===== config.mk =====
export PLATFORM = sky130hd
export DESIGN_NAME = execute_stage
export DESIGN_NICKNAME = d
export VERILOG_FILES = /design/src/rtl/execute_stage.sv
export SDC_FILE = /design/constraint.sdc
export NUM_CORES = 1
export LEC_CHECK = 0
export CORE_ASPECT_RATIO = 0.75
export CORE_MARGIN = 10
export CORE_UTILIZATION = 43
export DETAILED_ROUTE_END_ITERATION = 8
export PLACE_DENSITY_LB_ADDON = 0.25
export SLEW_MARGIN = 10
export SYNTH_ARGS = -nofsm -noshare
export SYNTH_HDL_FRONTEND = slang
export SYNTH_SLANG_ARGS = --single-unit
export TNS_END_PERCENT = 10

===== constraint.sdc =====
create_clock -name clock -period 2.2 [get_ports clock]
set_input_delay 0.33 -clock clock [delete_from_list [all_inputs] [get_ports clock]]
set_output_delay 0.33 -clock clock [all_outputs]
set_load 0.02 [all_outputs]

===== src/rtl/execute_stage.sv =====
// LC-3 execute stage: operand bypass, ALU, address generation, and the
// pipeline registers feeding memaccess/writeback and the controller.
module execute_stage #(
  parameter int WIDTH = 16
) (
  input  logic             clock,
  input  logic             reset,
  input  logic             enable_execute,
  input  logic [WIDTH-1:0] IR,
  input  logic [WIDTH-1:0] npc_in,
  input  logic [5:0]       E_Control,
  input  logic [1:0]       W_Control_in,
  input  logic             Mem_Control_in,
  input  logic [WIDTH-1:0] VSR1,
  input  logic [WIDTH-1:0] VSR2,
  input  logic             bypass_alu_1,
  input  logic             bypass_alu_2,
  input  logic             bypass_mem_1,
  input  logic             bypass_mem_2,
  input  logic [WIDTH-1:0] Mem_Bypass_Val,
  output logic [2:0]       sr1,
  output logic [2:0]       sr2,
  output logic [WIDTH-1:0] aluout,
  output logic [WIDTH-1:0] pcout,
  output logic [2:0]       dr,
  output logic [WIDTH-1:0] M_Data,
  output logic [2:0]       NZP,
  output logic [WIDTH-1:0] IR_Exec,
  output logic [1:0]       W_Control_out,
  output logic             Mem_Control_out
);

  typedef enum logic [3:0] {
    OP_BR  = 4'b0000, OP_ADD = 4'b0001, OP_LD  = 4'b0010, OP_ST  = 4'b0011,
    OP_AND = 4'b0101, OP_LDR = 4'b0110, OP_STR = 4'b0111, OP_NOT = 4'b1001,
    OP_LDI = 4'b1010, OP_STI = 4'b1011, OP_JMP = 4'b1100, OP_LEA = 4'b1110
  } opcode_t;

  opcode_t          op;
  logic [1:0]       alu_control;
  logic [1:0]       pcselect1;
  logic             pcselect2;
  logic             op2select;
  logic             is_alu;
  logic             is_store;
  logic             writes_dr;
  logic [WIDTH-1:0] val1;
  logic [WIDTH-1:0] val2;
  logic [WIDTH-1:0] op2;
  logic [WIDTH-1:0] alu_result;
  logic [WIDTH-1:0] offset;
  logic [WIDTH-1:0] base;
  logic [WIDTH-1:0] pc_result;
  logic [2:0]       dr_next;
  logic [2:0]       nzp_next;

  assign {alu_control, pcselect1, pcselect2, op2select} = E_Control;
  assign op = opcode_t'(IR[15:12]);

  always_comb begin
    is_alu    = 1'b0;
    is_store  = 1'b0;
    writes_dr = 1'b0;
    nzp_next  = '0;
    case (op)
      OP_ADD, OP_AND, OP_NOT: begin
        is_alu    = 1'b1;
        writes_dr = 1'b1;
      end
      OP_LD, OP_LDR, OP_LDI, OP_LEA: writes_dr = 1'b1;
      OP_ST, OP_STR, OP_STI:         is_store  = 1'b1;
      OP_BR:                         nzp_next  = IR[11:9];
      OP_JMP:                        nzp_next  = 3'b111;
      default: ;
    endcase
    dr_next = writes_dr ? IR[11:9] : 3'b000;
  end

  assign sr1 = IR[8:6];
  assign sr2 = is_store ? IR[11:9] : IR[2:0];

  // The ALU bypass takes priority over the memory bypass.
  always_comb begin
    val1 = bypass_alu_1 ? aluout : (bypass_mem_1 ? Mem_Bypass_Val : VSR1);
    val2 = bypass_alu_2 ? aluout : (bypass_mem_2 ? Mem_Bypass_Val : VSR2);
    op2  = op2select ? {{(WIDTH-5){IR[4]}}, IR[4:0]} : val2;
  end

  always_comb begin
    case (alu_control)
      2'd1:    alu_result = val1 & op2;
      2'd2:    alu_result = ~val1;
      default: alu_result = val1 + op2;
    endcase
  end

  always_comb begin
    case (pcselect1)
      2'd0:    offset = {{(WIDTH-11){IR[10]}}, IR[10:0]};
      2'd1:    offset = {{(WIDTH-9){IR[8]}}, IR[8:0]};
      2'd2:    offset = {{(WIDTH-6){IR[5]}}, IR[5:0]};
      default: offset = '0;
    endcase
    base      = pcselect2 ? npc_in : val1;
    pc_result = base + offset;
  end

  always_ff @(posedge clock or negedge reset) begin
    if (!reset) begin
      aluout          <= '0;
      pcout           <= '0;
      dr              <= '0;
      M_Data          <= '0;
      NZP             <= '0;
      IR_Exec         <= '0;
      W_Control_out   <= '0;
      Mem_Control_out <= 1'b0;
    end else if (enable_execute) begin
      if (is_alu) aluout <= alu_result;
      pcout           <= pc_result;
      dr              <= dr_next;
      M_Data          <= val2;
      NZP             <= nzp_next;
      IR_Exec         <= IR;
      W_Control_out   <= W_Control_in;
      Mem_Control_out <= Mem_Control_in;
    end
  end

endmodule

# ---- Word-level counts from Yosys, hierarchy flattened
# Cells that the tools add are included.
dict set report totals {
  inputBits 96
  ff_bits 73
  out_inout_bits 79
  wordCells 47
}
dict set report op_classes {
  addsub 2
  n_bitwise 2
  reduce_logical 6
  eq_ne 15
  mux 14
}
# cell count
set op_table {}
lappend op_table {{16-bit two-way mux} 6}
lappend op_table {{16-bit case mux with 3 select lines} 1}
lappend op_table {{16-bit adder} 2}
lappend op_table {{16-bit case mux with 2 select lines} 1}
lappend op_table {{4-bit == test, second input constant} 5}
lappend op_table {{16-bit bitwise AND} 1}
lappend op_table {{16-bit inverter} 1}
lappend op_table {{4-bit by 3-bit == test with 1-bit output, second input constant} 3}
lappend op_table {{4-bit by 2-bit == test with 1-bit output, second input constant} 2}
lappend op_table {{7-bit OR reduction} 1}
lappend op_table {{3-bit two-way mux} 2}
lappend op_table {{3-bit case mux with 2 select lines} 1}
lappend op_table {{3-bit OR reduction} 2}
lappend op_table {{2-bit by 1-bit == test with 1-bit output, second input constant} 2}
lappend op_table {{2-bit == test, second input constant} 2}
lappend op_table {{4-bit by 1-bit == test with 1-bit output, second input constant} 1}
lappend op_table {{4-bit zero test} 1}
lappend op_table {{1-bit two-way mux} 3}
lappend op_table {{2-bit zero test} 1}
lappend op_table {{2-bit AND reduction} 1}

# ---- Logic depth before layout (Yosys ltp)
# Gate-level depths: netlist of run 1.
dict set report logic_depth {
  depth_word 5
  depth_mapped 16
}

# ---- Worst setup path after synthesis of run 1
# OpenSTA, ideal clock, no wires.
dict set report synth_path {
  path_type {input-to-reg}
  start {input bypass_mem_2}
  end {register aluout[12]}
  path_slack_ns -0.871
  t_required_ns 2.068
  setup_time_ns 0.132
  arrival_time_ns 2.939
  path_stages 16
  path_cell_list {clkbuf_1 -> buf_2 -> mux2i_1 -> nor2_1 -> a21oi_1 -> o21ai_0 -> ha_1 -> inv_1 -> fa_1 -> nor2b_1 -> o21bai_1 -> a311oi_1 -> nor3_1 -> o211ai_1 -> o31a_1 -> o21ai_0}
}
dict set report synth_via {
  elab_chain_cells 5
  word_cells_on_any_way 6
  cone_classes {1 x add/sub; 4 x mux; 1 x bitwise}
}
# element line_no
set synth_rtl {}
lappend synth_rtl {{start, declared} 19} ;# input logic bypass_mem_2,
lappend synth_rtl {{16-bit two-way mux * (2 in a row)} 85} ;# val2 = bypass_alu_2 ? aluout : (bypass_mem_2 ? Mem_Bypass_Val : VSR2);
lappend synth_rtl {{16-bit two-way mux *} 86} ;# op2 = op2select ? {{(WIDTH-5){IR[4]}}, IR[4:0]} : val2;
lappend synth_rtl {{16-bit adder / 16-bit bitwise AND (equally long branches)} {93, 91}}
lappend synth_rtl {{16-bit case mux with 2 select lines *} 90} ;# case (alu_control)
lappend synth_rtl {{end signal, assigned} 119} ;# if (is_alu) aluout <= alu_result;
lappend synth_rtl {{end, declared} 23} ;# output logic [WIDTH-1:0] aluout,
# Every way passes the cells marked *; elsewhere a longest branch is shown, timed or not.
# A chain may end at the register's enable or synchronous reset.

# ---- Worst setup path after layout of run 1
dict set report layout_path {
  start {input bypass_mem_1}
  end {register pcout[10]}
}
dict set report layout_via {
  elab_chain_cells 4
}
# element line_no
set layout_rtl {}
lappend layout_rtl {{start, declared} 18} ;# input logic bypass_mem_1,
lappend layout_rtl {{16-bit two-way mux (2 in a row)} 84} ;# val1 = bypass_alu_1 ? aluout : (bypass_mem_1 ? Mem_Bypass_Val : VSR1);
lappend layout_rtl {{16-bit two-way mux} 104} ;# base = pcselect2 ? npc_in : val1;
lappend layout_rtl {{16-bit adder} 105} ;# pc_result = base + offset;
lappend layout_rtl {{end signal, assigned} 120} ;# pcout <= pc_result;
lappend layout_rtl {{end, declared} 24} ;# output logic [WIDTH-1:0] pcout,
# Every way passes these cells.

==> results of run 1 <==
[kinds of logic (layout without fill, tap and decap cells)]
kind of cell,after synthesis,after routing,synth area share [%]
xor gates and xnor gates,23,23,3.558
and+or+nand+nor,148,148,11.60
buffers and inverters,92,429,6.850
adders and majority gates,35,35,8.000
DFF,73,73,32.27
muxes,88,88,16.31
AOI/OAI and AO/OA,198,198,21.41
[what timing repair did]
item | 4_1_cts | 5_1_grt
buffers inserted | 16 | 7
gates cloned | 4 | 0
endpoints found under the hold margin | 32 | 0
pin swaps | 46 | 60
hold buffers | 1 | 0
resized for setup | 103 | 79
endpoints found under the setup margin | 33 | 28
[stage by stage]
stage	utilization [%]	TNS [ns]	cells	power (mW)
after floorplan	-	-7.585	657	3.591
after global placement	67.66	-28.42	1122	5.433
after detailed placement	67.66	-30.15	1122	5.501
after CTS	73.64	-5.859	1159	7.333
after global routing	76.46	-7.882	1165	8.008
final	76.46	-5.299	1165	7.593
[registers in the layout, indices dropped and copies added, names as in the netlist]
register / count
NZP: 3
Mem_Control_out: 1
pcout: 16
aluout: 16
W_Control_out: 2
M_Data: 16
dr: 3
IR_Exec: 16
[cells in the mapped netlist (all sizes together) (7+ instances only)]
| library cell | n | area [sq um] |
|---|---|---|
| a211oi | 7 | 57.55 |
| a21o | 10 | 83.83 |
| a21oi | 65 | 325.3 |
| a22oi | 10 | 75.07 |
| and2 | 7 | 43.79 |
| buf | 11 | 73.81 |
| clkbuf | 27 | 111.4 |
| dfrtp | 73 | 1827 |
| ha | 33 | 412.9 |
| inv | 54 | 202.7 |
| mux2 | 34 | 382.9 |
| mux2i | 54 | 540.5 |
| nand2 | 52 | 195.2 |
| nor2 | 55 | 206.5 |
| o21ai | 66 | 337.8 |
| xnor2 | 15 | 131.4 |
| xor2 | 8 | 70.07 |
[layer usage]
layer	track usage, %	vias to the layer above
met3	6.832	57
met1	30.43	3078
met4	7.551	0
met2	39.74	283
met5	0	-
li1	-	2986
[how the worst max path moves through the flow]
stage,end,cells after the start,slack [ns],startpoint
global placement,pcout[14],16,-1.19,bypass_mem_1
detailed placement,pcout[14],16,-1.29,bypass_mem_1
CTS,aluout[12],17,-0.46,bypass_mem_2
floorplan,pcout[10],16,-0.56,bypass_mem_1
global route,pcout[10],16,-0.60,bypass_mem_1
finish,pcout[10],16,-0.47,bypass_mem_1
[area by class of cell]
class	count	area [sq um]
fillers	854	3043
flip-flops and latches	73	1829
clock buffers	11	252.7
inverters	54	202.7
well taps	171	214.0
repair buffers	359	3304
multi-input cells	492	4019
clock inverters	5	62.56
[critical path: cells and delay by family]
family / cells / cell delay [ns]
buffers and inverters: 3 / 0.28
AOI/OAI and AO/OA: 5 / 0.83
adders and majority gates: 2 / 0.57
xor gates and xnor gates: 1 / 0.14
muxes: 2 / 0.44
and+or+nand+nor: 3 / 0.31
[placed cells by master, fill, tap and decap left out, types with 8 or more instances in the layout]
| master | netlist | routed |
|---|---|---|
| o21ai_1 | 5 | 17 |
| ha_1 | 33 | 23 |
| a22oi_1 | 10 | 10 |
| dlymetal6s2s_1 | 0 | 11 |
| buf_6 | 2 | 8 |
| mux2i_1 | 54 | 50 |
| nor2_1 | 55 | 52 |
| buf_4 | 3 | 167 |
| clkbuf_16 | 0 | 9 |
| xnor2_1 | 15 | 13 |
| mux2_2 | 33 | 32 |
| a21oi_2 | 0 | 33 |
| buf_12 | 0 | 8 |
| o21ai_0 | 59 | 37 |
| a21o_1 | 8 | 8 |
| xor2_1 | 8 | 8 |
| dlygate4sd2_1 | 0 | 11 |
| clkdlybuf4s50_1 | 0 | 145 |
| a21oi_1 | 65 | 28 |
| dfrtp_1 | 73 | 71 |
| inv_1 | 54 | 52 |
| o21ai_2 | 2 | 9 |
| nand2_1 | 52 | 48 |
[power breakdown]
part           switching, mW  internal, mW  leakage (nW)
Combinational           2.00          2.13          3.56
Sequential             0.229          1.65         0.887
Clock                  0.638         0.947         0.148
==> results by group, run 1 <==
Run status
  – Status: finished, violations left
  – Failing checks: setup timing

Layout
  – Ratio of cells with drive above 1 in the final layout: 34.81%
  – Fin area: 0.009884 sq mm
  – P&R area growth vs syn: 74.59%
  – Diodes inserted: 0
  – Layout Nets: 1120

STA
  – Period utilization: 121.2%
  – Minimum clock period: 2.667 ns
  – Slew HR: 51.66%
  – FMAX: 374.9 MHz
  – Setup ws final: -0.4671 ns
  – Fin Hold WS: 0.3563 ns
  – Final hold violations: 0
  – Final setup violating endpoints: 21
  – Final Max Slew Viols: 0
  – RSZ-0062 raised after global routing: yes
  – Setup Skew: 0.006465 ns
  – Worst-margin pin slew: 0.7224 ns

Floorplan
  – Die area: 0.01820 sq mm
  – Die Y: 119.4 um
  – Placement Rows: 36
  – Width of the die: 152.5 um
  – Starting Density: 43.80%
  – Core Area: 0.01293 sq mm
  – Num ports: 175

Critical path
  – Worst-path cell chain: buf_8 > buf_6 > mux2i_4 > nor2_2 > a21oi_2 > o21ai_1 > ha_2 > inv_2 > fa_2 > nor2b_1 > o21a_1 > o21ai_4 > a211oi_2 > nor2_1 > xnor2_1 > mux2_4
  – Slowest library cell on the worst path: fa_2
  – R2r startpoint: aluout[0]
  – Worst Setup End Kind: register
  – Critical path class: input port to register
  – Max FO, Critical Path: 4
  – R2R cell count: 12
  – Worst r2r dst: pcout[15]
  – Startpoint Class: input port
  – Crit path required time: 2.43 ns
  – CP max stage delay: 0.35 ns
  – Flop2flop setup slack: -0.43 ns
  – Crit path arrival time: 2.90 ns

Yosys
  – Async S/R FF share, synth: 100.0%
  – Synth cell types: 59
  – Mapped Area: 0.005662 sq mm
  – Yosys reg bits: 73
  – EDFF count, synth: 0
  – Top_reg_cell synth: dfrtp_1
  – Yosys warnings: 0
  – Syn Nets: 788
  – Sequential fraction of the synthesis area: 32.27%
  – Post-synthesis instance total: 657
  – Mean Syn Cell Area: 8.617 sq um

Clock network
  – Clock sinks: 73
  – CTS tree: built
  – Worst-Skew Late Latency: 0.35 ns
  – Worst-path clk slew: 0.06 ns
  – Total CTS buffers: 9
  – H-tree depth: 3
  – CTS root buffer: clkbuf_16
  – Clk buf depth: 2

Routing
  – Routed WL per cell: 20.36 um
  – DR iter-0 viols: 398
  – Top sig layer: met4
  – Via count: 6404
  – Met3 Wirelength: 1.952 mm
  – TritonRoute pass-1 iters: 6
  – # DRC: 0
  – Final WL: 23.73 mm
  – Wl on met1: 9.930 mm
  – Met2 wire length: 11.19 mm
  – Antenna-violating nets left: 0
  – Vias per cell: 5.497

Place
  – Post-DP HPWL: 16.90 mm
  – Worst slack, placed: -1.288 ns
  – Dpl cell area: 0.008747 sq mm
  – GPL Wtd Cong: 0.9534
  – IO Port Bufs: 174

Worst hold path
  – Hold path start: IR[0]
  – Hold Crit Class: input port to register
  – Hold EP: IR_Exec[0]
  – Hold depth: 2

Power and ir drop
  – Pwr dens: 768.2 mW/mm^2
  – Lkg Pwr: 4.597 nW
  – VDD IR max: 0.5563 mV

Run
  – Max_cap viols: 0

Global routing
  – Pin count of the biggest net entering global routing: 66
  – First-pass GRT wire length: 36.19 mm
  – Initial antenna violation count: 0
  – Vias in the first global route: 6672
  – Gr usage total: 24.24%
  – GRT overflow: 0
No activity file was read; power rests on OpenSTA's default activity.
==> run 2: changes to the inputs <==
Settings changed: GPL_ROUTABILITY_DRIVEN set to 0.
==> run 2 against run 1 <==
- the run still ends with setup timing left
- highest routed layer unchanged
- maximum frequency rose by 1.0%
- first-iteration DRC count rose by 66%
- via count rose by 3.4%
- largest power group unchanged
- critical endpoint is now pcout[13]
- count of clock-buffer cells in the layout did not move
==> results by group, run 2 (synthesized netlist as in run 1, its figures left out) <==
Run status
  – Status: finished, violations left
  – Failing checks: setup timing

Power and ir drop
  – Pwr dens: 769.7 mW/mm^2 (+0.19%)
  – VDD IR max: 0.4475 mV (-20%)
  – Lkg Pwr: 4.610 nW (+0.30%)
  – Design Power: 7.663 mW (+0.92%)

Critical path
  – Worst Setup End Kind: register
  – Crit path arrival time: 2.86 ns (-0.04 ns)
  – Critical path class: input port to register
  – Family with the most delay on the worst path: compound AO/OA/AOI/OAI gates
  – R2r startpoint: aluout[1]
  – Crit path buf inv count: 5 (+2)
  – Worst path depth: 16 (unchanged)
  – Worst-path cell chain: buf_8 > buf_12 > buf_8 > mux2i_1 > nor2_1 > a21oi_2 > buf_4 > buf_12 > o21ai_4 > ha_4 > a21o_4 > o2111ai_4 > nand2_2 > a221oi_2 > xnor2_1 > mux2_4
  – Slowest library cell on the worst path: a221oi_2
  – Worst Setup SP: bypass_mem_1
  – R2R cell count: 11 (-1)
  – Flop2flop setup slack: -0.36 ns (+0.07 ns)
  – Startpoint Class: input port
  – CP max stage delay: 0.29 ns (-0.06 ns)
  – Max FO, Critical Path: 4 (unchanged)
  – Crit path required time: 2.42 ns (about the same)
  – Worst r2r dst: aluout[11]
  – Setup crit end: pcout[13]

Layout
  – Fin area: 0.009956 sq mm (+0.72%)
  – Layout Nets: 1126 (+0.54%)
  – Post-Layout Cell Count: 1170 (+0.43%)
  – Fillers: 808 (-5.4%)
  – Commonest non-fill, non-tap cell in the layout: buf_4
  – Multi-input logic area: 0.004021 sq mm (about the same)
  – Most frequent cells in the layout: buf_4, clkdlybuf4s50_1, dfrtp_1
  – FF/Latch Area: 0.001827 sq mm (-0.14%)
  – Diodes inserted: 0 (unchanged)
  – P&R area growth vs syn: 75.85%
  – Ratio of cells with drive above 1 in the final layout: 35.54% (+0.73 points)

STA
  – Setup ws final: -0.4397 ns (+0.02745 ns)
  – Period utilization: 120.0% (-1.2 points)
  – Slew HR: 52.46% (+0.80 points)
  – RSZ-0062 raised after global routing: yes
  – Setup Skew: 0.01069 ns (+0.004222 ns)
  – Final hold violations: 0 (unchanged)
  – Final setup violating endpoints: 24 (+14%)
  – Worst-margin pin slew: 0.7130 ns (-0.009339 ns)
  – Minimum clock period: 2.640 ns (-0.02745 ns)
  – FMAX: 378.8 MHz (+1.0%)
  – Final Max Slew Viols: 0 (unchanged)

Floorplan
  – Die area: 0.01820 sq mm (unchanged)
  – Num ports: 175 (unchanged)
  – Core Area: 0.01293 sq mm (unchanged)
  – Starting Density: 43.80% (unchanged)
  – Placement Rows: 36 (unchanged)
  – Width of the die: 152.5 um (unchanged)
  – Die Y: 119.4 um (unchanged)

Clock network
  – Total CTS buffers: 9 (unchanged)
  – H-tree depth: 3 (unchanged)
  – Clock sinks: 73 (unchanged)
  – Worst-Skew Late Latency: 0.34 ns (about the same)
  – CTS tree: built
  – CTS root buffer: clkbuf_16
  – Worst-path clk slew: 0.07 ns (about the same)
  – Clk buf depth: 2 (unchanged)
  – Post-CTS Hold Buffers: 0 (-1)

Routing
  – Via count: 6624 (+3.4%)
  – TritonRoute pass-1 iters: 6 (unchanged)
  – Final WL: 23.82 mm (+0.39%)
  – Routed WL per cell: 20.36 um (about the same)
  – Antenna-violating nets left: 0 (unchanged)
  – # DRC: 0 (unchanged)
  – DR iter-0 viols: 660 (+66%)
  – Vias per cell: 5.662 (+3.0%)

Global routing
  – GR Util met1: 29.92% (-0.51 points)
  – Pin count of the biggest net entering global routing: 66 (unchanged)
  – Met2 GRT Util: 40.31% (+0.57 points)
  – Gr usage total: 24.37% (+0.13 points)
  – Vias in the first global route: 6883 (+3.2%)
  – GRT overflow: 0 (unchanged)
  – First-pass GRT wire length: 36.69 mm (+1.4%)
  – M3 GR Usage: 7.228% (+0.40 points)
  – Initial antenna violation count: 0 (unchanged)
  – Grt peak-use layer: met2

Run
  – Max_cap viols: 0 (unchanged)

Place
  – IO Port Bufs: 174 (unchanged)
  – Inst Count DP: 1116 (-0.53%)
  – Dpl cell area: 0.008702 sq mm (-0.51%)
  – Post-DP HPWL: 16.56 mm (-2.0%)

Worst hold path
  – Hold Crit Class: input port to async pin
run 2: changes by cell type in the layout (fill, tap and decap cells not counted), sizes merged, moves of 2 or more:
cell | previous run | this run
clkdlybuf4s15 | 0 | 2
dlygate4sd2 | 11 | 17
clkdlybuf4s50 | 145 | 143
buf | 187 | 194
dlymetal6s2s | 11 | 7
run 2: power breakdown:
| part | internal (mW) | switching, mW | leakage, nW |
|---|---|---|---|
| Sequential | 1.64 | 0.226 | 0.890 |
| Combinational | 2.17 | 2.06 | 3.57 |
| Clock | 0.937 | 0.626 | 0.148 |
| Total | 4.75 | 2.91 | 4.61 |
run 2: final cells by class:
| type | count | share of cell area (%) |
|---|---|---|
| well taps | 171 | 2.149 |
| repair buffers | 365 | 34.02 |
| inverters | 54 | 2.036 |
| flip-flops and latches | 73 | 18.35 |
| clock buffers | 11 | 2.539 |
| clock inverters | 4 | 0.5153 |
| multi-input cells | 492 | 40.39 |
run 2: timing repair:
item	in CTS	in global routing
gates resized for setup	123	69
cloned	5	0
endpoints found under the setup margin	33	28
pin swaps	55	53
setup buffers	24	13
run 2: worst min-delay path by stage:
stage               start          to
floorplan           reset  IR_Exec[0]
global route        reset   M_Data[9]
global placement    reset  M_Data[10]
detailed placement  reset  M_Data[10]
finish              reset   M_Data[9]
CTS                 reset   M_Data[9]
run 2: worst register-to-register path, stage by stage (launching register included):
cell and delay, ns:
dfrtp_1 0.44, a21oi_2 0.20, o21a_1 0.18, inv_1 0.05, ha_1 0.27, a21o_1 0.13
a21oi_2 0.07, o21ai_2 0.21, nor3_2 0.08, or3_4 0.39, mux2_1 0.32, o21ai_1 0.16
run 2: metrics by stage:
stage / setup slack [ns] / utilization [%] / hold WS [ns] / setup TNS [ns]
2_1_floorplan: -0.5583 / - / 0.03441 / -7.585
3_5_place_dp: -1.298 / 67.32 / 0.4191 / -30.01
3_3_place_gp: -1.198 / 67.32 / 0.4227 / -27.42
5_1_grt: -0.5379 / 77.01 / 0.07721 / -8.400
4_1_cts: -0.4071 / 74.25 / 0.05700 / -6.137
6_report: -0.4397 / 77.01 / 0.03153 / -6.122
run 2: routing by layer:
layer / up-vias / share of wire [%] / wire length [um]
li1: 3002 / - / -
met1: 3190 / 41 / 9748
met2: 356 / 48 / 11360
met3: 76 / 8.5 / 2022
met4: 0 / 2.9 / 687
met5: - / 0 / 0
